File: src/rtl/ram_stream_fifo_ctrl.sv
// Streaming FIFO controller in front of a single-port-per-direction synchronous RAM.
// A small output buffer absorbs RAM read latency so push and pop can both run every cycle.
module ram_stream_fifo_ctrl #(
    parameter int unsigned DEPTH      = 512,
    parameter int unsigned WIDTH      = 128,
    parameter int unsigned ADDR_WIDTH = 9,
    parameter int unsigned RD_LATENCY = 1
) (
    input  logic                  clk,
    input  logic                  reset,
    input  logic                  push_valid,
    output logic                  push_ready,
    input  logic [WIDTH-1:0]      push_payload,
    output logic                  pop_valid,
    input  logic                  pop_ready,
    output logic [WIDTH-1:0]      pop_payload,
    output logic [ADDR_WIDTH+1:0] occupancy,
    output logic                  ram_wr_en,
    output logic [ADDR_WIDTH-1:0] ram_wr_addr,
    output logic [WIDTH-1:0]      ram_wr_data,
    output logic                  ram_rd_en,
    output logic [ADDR_WIDTH-1:0] ram_rd_addr,
    input  logic [WIDTH-1:0]      ram_rd_data
);

    localparam int unsigned PW     = ADDR_WIDTH + 1;
    localparam int unsigned OW     = ADDR_WIDTH + 2;
    localparam int unsigned OBUF_N = RD_LATENCY + 1;
    localparam int unsigned IW     = (OBUF_N > 2) ? $clog2(OBUF_N) : 1;
    localparam int unsigned CW     = $clog2(OBUF_N + 1);
    localparam int unsigned SW     = CW + 1;

    logic [PW-1:0]         wr_ptr_q, wr_ptr_d;
    logic [PW-1:0]         rd_ptr_q, rd_ptr_d;
    logic [RD_LATENCY-1:0] sr_q, sr_d;
    logic [WIDTH-1:0]      obuf_q [OBUF_N];
    logic [WIDTH-1:0]      obuf_d [OBUF_N];
    logic [IW-1:0]         head_q, head_d;
    logic [IW-1:0]         tail_q, tail_d;
    logic [CW-1:0]         obuf_cnt_q, obuf_cnt_d;

    logic [PW-1:0]         ram_count;
    logic [CW-1:0]         inflight;
    logic                  ret;
    logic                  push_fire;
    logic                  pop_fire;
    logic                  rd_fire;
    logic                  has_slot;

    function automatic logic [IW-1:0] idx_inc(input logic [IW-1:0] idx);
        return (idx == IW'(OBUF_N - 1)) ? '0 : idx + IW'(1);
    endfunction

    // Handshake and read-issue decisions; all derived from registered state.
    always_comb begin
        ram_count = wr_ptr_q - rd_ptr_q;
        inflight  = '0;
        for (int i = 0; i < int'(RD_LATENCY); i++) begin
            inflight = inflight + CW'(sr_q[i]);
        end
        ret        = sr_q[RD_LATENCY-1];
        push_ready = (ram_count < PW'(DEPTH));
        pop_valid  = (obuf_cnt_q != '0) && !reset;
        pop_fire   = pop_valid && pop_ready;
        push_fire  = push_valid && push_ready && !reset;
        // A pop this cycle frees a buffer slot for a read issued this cycle.
        has_slot   = ((SW'(obuf_cnt_q) + SW'(inflight)) < SW'(OBUF_N)) || pop_fire;
        rd_fire    = (ram_count != '0) && has_slot && !reset;
    end

    always_comb begin
        wr_ptr_d   = wr_ptr_q + PW'(push_fire);
        rd_ptr_d   = rd_ptr_q + PW'(rd_fire);
        sr_d       = RD_LATENCY'({sr_q, rd_fire});
        obuf_d     = obuf_q;
        head_d     = head_q;
        tail_d     = tail_q;
        obuf_cnt_d = obuf_cnt_q + CW'(ret) - CW'(pop_fire);
        if (ret) begin
            obuf_d[tail_q] = ram_rd_data;
            tail_d         = idx_inc(tail_q);
        end
        if (pop_fire) begin
            head_d = idx_inc(head_q);
        end
    end

    always_ff @(posedge clk) begin
        if (reset) begin
            wr_ptr_q   <= '0;
            rd_ptr_q   <= '0;
            sr_q       <= '0;
            head_q     <= '0;
            tail_q     <= '0;
            obuf_cnt_q <= '0;
        end else begin
            wr_ptr_q   <= wr_ptr_d;
            rd_ptr_q   <= rd_ptr_d;
            sr_q       <= sr_d;
            head_q     <= head_d;
            tail_q     <= tail_d;
            obuf_cnt_q <= obuf_cnt_d;
        end
    end

    // Buffer storage carries no reset; validity lives in obuf_cnt_q.
    always_ff @(posedge clk) begin
        obuf_q <= obuf_d;
    end

    assign pop_payload = obuf_q[head_q];
    assign occupancy   = reset ? '0 : (OW'(ram_count) + OW'(inflight) + OW'(obuf_cnt_q));
    assign ram_wr_en   = push_fire;
    assign ram_wr_addr = wr_ptr_q[ADDR_WIDTH-1:0];
    assign ram_wr_data = push_payload;
    assign ram_rd_en   = rd_fire;
    assign ram_rd_addr = rd_ptr_q[ADDR_WIDTH-1:0];

endmodule

File: config.mk
export PLATFORM = sky130hd
export DESIGN_NAME = ram_stream_fifo_ctrl
export DESIGN_NICKNAME = d
export VERILOG_FILES = /design/src/rtl/ram_stream_fifo_ctrl.sv
export SDC_FILE = /design/constraint.sdc
export NUM_CORES = 1
export LEC_CHECK = 0
export ABC_CLOCK_PERIOD_IN_PS = 9000
export BUFFER_PORTS_ARGS = -buffer_cell sky130_fd_sc_hd__buf_4
export CORE_AREA = 2 2 211 213
export CTS_BUF_LIST = sky130_fd_sc_hd__clkbuf_2 sky130_fd_sc_hd__clkbuf_4 sky130_fd_sc_hd__clkbuf_8
export DETAILED_ROUTE_END_ITERATION = 10
export DIE_AREA = 0 0 213 215
export SETUP_SLACK_MARGIN = 0.4
export SLEW_MARGIN = 10
export SYNTH_ARGS = -nofsm -noshare
export SYNTH_HDL_FRONTEND = slang
export SYNTH_SLANG_ARGS = --single-unit
File: constraint.sdc
create_clock -name clk -period 9 [get_ports clk]
set_clock_uncertainty 0.2 [all_clocks]
set_input_delay 1.8 -clock clk [delete_from_list [all_inputs] [get_ports clk]]
set_output_delay 1.8 -clock clk [all_outputs]
set_load 0.02 [all_outputs]
==> impl_summary.log <==
INFO  metric outcome = completed
INFO  metric detailed_place_hpwl = between 15 and 20 mm
INFO  metric die_w = 213 um
INFO  metric slew_headroom = 33.4%
INFO  metric core.rowCount = 77
INFO  metric postSynth.asyncResetShare = 0%
INFO  metric multi_input_comb_area = 2750 sq um
INFO  metric synth_adder_area_share = 2.14%
INFO  metric cts_setup_buffers = 0
INFO  metric yosys.area_share.simple = 3.78%
INFO  metric detailroute.via_count = between 6000 and 7000
INFO  metric final.min_clock_period = 5.42 ns
INFO  metric initial_drt_markers = approximately 280
INFO  metric syn_avg_cell_area = about 16 sq um
INFO  metric numPortBuffers = 292
INFO  metric finalCritPeriodShare = 60.2%
INFO  metric clock_tree.root_cell = clkbuf_8
INFO  metric cts_resizes = 0
INFO  metric io-pin-count = 549
INFO  metric hold_viol_final = 0
INFO  metric wl_per_cell = between 15 and 20 um
INFO  metric maxCapViolCount = 0
INFO  metric rsz0062_at_grt = no
INFO  metric antenna_violating_nets_post_route = 0
INFO  metric route.final.wire_length = 28.1 mm
INFO  metric multiplexer_area_fraction_after_synthesis = around an eighth
INFO  metric flow.area_growth_from_synthesis = 23.1%
INFO  metric fp.dieH = 215 um
INFO  metric drc = 0
INFO  metric grt_first_pass_wirelength = approximately 40 mm
INFO  metric totalNegativeSetupSlack = 0 ns
INFO  metric fin_hold_ws = 0.332 ns
INFO  metric criticalPathCategory = register to output port
INFO  metric fill_cells = 4220
INFO  metric worstMarginPinSlew = 0.999 ns
INFO  metric clk_pin_slew = 0.06 ns
INFO  metric drv_slew = 0
INFO  metric crit_arrival = 3.42 ns
INFO  metric post_synth_instance_area = 12200 sq um
INFO  metric ctsLongestPathBuffers = 3
INFO  metric cp_data_required_time = 7.00 ns
INFO  metric final_core_occ = about a third
INFO  metric end_kind = output port
INFO  metric synth_cell_types = 45
INFO  metric power_per_cell_area = 306 nW/um^2
INFO  metric final_layout_size_suffix_gt1_share = 52.6%
INFO  metric synth_warnings = 0
INFO  metric holdBufCountCts = 0
INFO  metric cell_by_cell_listing_of_the_critical_path = ha_1 -> inv_1 -> fa_1 -> a21o_1 -> a21oi_4 -> xnor2_2 -> or4_4 -> nor4_2 -> a31oi_1 -> buf_4
INFO  metric tritoncts = built
INFO  metric synth_top_family_by_area = multiplexers
INFO  metric mappedNetlistNets = around 1000
INFO  metric leakage = 5.57 nW
INFO  metric grt_total_ovfl = 0
INFO  metric worstPathMaxFanout = 7
INFO  metric hp-class = register to register
INFO  metric track_usage = 11.7%
INFO  metric via_count_of_the_first_global_routing_pass = ~7000
INFO  metric synth_flop_cell = edfxtp_1
INFO  metric grt_max_degree = 67
INFO  metric vias_per_cell = 4.20
INFO  metric place_congestion = 0.755
INFO  metric layout_setup_ws = 3.58 ns
INFO  metric syn-instance-count = approximately 770
INFO  metric timing.fmax = ~180 MHz
INFO  metric post_synth_xor_area_fraction = ~2.3%
INFO  metric worst_path_max_delay_cell = or4_4
INFO  metric number_of_nets_in_the_final_layout = roughly 1200
INFO  metric worst_ir_drop_vdd = 0.168 mV
INFO  metric number_of_register_bits_inferred_by_synthesis = 281
INFO  metric floorplan.initialDensity = 27.9%
INFO  metric cp_top_family = simple AND/OR/NAND/NOR gates
INFO  metric diodes = 0
INFO  metric die-area = 45800 sq um
INFO  metric clock_sinks = 281
INFO  metric antenna_found_initial = 2
INFO  metric setup_viol_count_final = 0
INFO  metric drt_pre_antenna_iters = 4
INFO  metric numCtsBuffers = 50
INFO  metric share_of_the_synthesized_area_in_compound_gates_ao_oa_aoi_oai = around 2.2%
INFO  metric post-place-ws = 4.21 ns
INFO  metric cp-start-kind = register
INFO  metric max_stage_delay = 0.56 ns
INFO  metric number_of_synthesized_flops_with_an_enable_pin = 256
INFO  metric ctsHtreeMaxLevel = 2
INFO  metric synth_sequential_area_ratio = 67.4%
INFO  metric placeableCoreArea = 43600 sq um
INFO  metric timing.critical_path.buf_inv = 2
INFO  metric seqCellArea = 8190 sq um
INFO  metric clock_insertion_delay_worst_skew = 0.59 ns
[where the power goes]
part | internal (mW) | leakage (nW) | total [mW] | switching [mW]
clock network | 0.689 | 0.513 | 1.22 | 0.529
registers | 1.78 | 2.59 | 1.88 | 0.0944
logic | 0.641 | 2.47 | 1.49 | 0.851
[metal layers]
metal | routed length, um | track usage [%] | vias to the layer above | share of wire (%)
met5 | 30 | 0 | - | 0.11
met4 | 1220 | 5.73 | 4 | 4.3
met3 | 3360 | 6.27 | 98 | 12
met2 | 13400 | 19.3 | 334 | 48
met1 | 10100 | 12.0 | 3153 | 36
li1 | - | - | 3024 | -
[cells by family (layout without fill, tap and decap cells)]
group,after synthesis,in the layout
xor+xnor,31,31
compound gates,36,36
simple gates,87,87
flops,281,281
buf+inv,181,397
fa+ha+maj,19,19
mux,131,131
[synthesized netlist by cell type (all sizes together) (7+ instances only)]
master | count | area, sq um
and2 | 7 | 43.8
ha | 16 | 200
xor2 | 13 | 114
nor2b | 9 | 56.3
a21oi | 10 | 61.3
nor2 | 28 | 105
nand3 | 12 | 60.1
edfxtp | 256 | 7690
dfxtp | 25 | 500
inv | 14 | 52.6
xnor2 | 18 | 165
clkbuf | 17 | 63.8
mux2 | 129 | 1450
nand2 | 7 | 26.3
buf | 150 | 1110
[final timing paths]
path / start / endpoint / slack (ns) / depth (start not counted)
hold reg to reg: rd_ptr_q[5] / rd_ptr_q[5] / 0.33 / 2
setup / recovery: rd_ptr_q[0] / ram_rd_en / 3.58 / 10
hold / removal: rd_ptr_q[5] / rd_ptr_q[5] / 0.33 / 2
setup reg to reg: rd_ptr_q[0] / rd_ptr_q[6] / 5.16 / 15
[cell usage in the layout (no fill, tap or decap), types with 2 or more instances in the layout]
cell and instances:
nor2_1 27, and3_1 3, xnor2_1 17, or3_1 4
o21ai_0 4, clkbuf_8 50, nand2_1 7, clkinv_2 5
inv_1 14, or2_2 2, and2_1 6, a31oi_1 3
ha_1 16, o21a_1 3, a21o_1 4, buf_4 296
nand4_1 4, fa_1 3, a41oi_1 2, nor2b_1 9
xor2_1 13, clkinv_1 8, a21oi_1 9, mux2_2 129
edfxtp_1 256, clkinvlp_4 6, mux2i_1 2, bufinv_16 4
nand3_1 12, a211oi_1 2, nand2b_1 3, dfxtp_1 24
nor3b_1 4, clkbuf_4 13
[sequential cells by signal (all words and copies together) (netlist names)]
name,count
head_q,1
obuf_cnt_q,2
obuf_q,256
rd_ptr_q,10
ret,1
tail_q,1
wr_ptr_q,10
[layout make-up]
class                   count  share of cell area [%]
clock buffers              63                    5.25
clock inverters            24                    1.53
inverters                  14                   0.351
multi-input cells         304                    18.3
flip-flops and latches    281                    54.7
well taps                 592                    4.95
repair buffers            296                    14.8
[metrics by stage]
step / instance area [sq um] / power [mW] / cells
3_5_place_dp: 14000 / 3.42 / 1487
6_report: 15000 / 4.59 / 1574
3_3_place_gp: 14000 / 3.40 / 1487
2_1_floorplan: 12200 / 2.91 / 766
4_1_cts: 15000 / 4.68 / 1574
5_1_grt: 15000 / 4.83 / 1574
[tightest hold or removal path, cell delays in order, from the launching register on]
cell and delay (ns):
dfxtp_1 0.34, o21ai_0 0.08, a21oi_1 0.06
(Power assumes the default switching activity.)
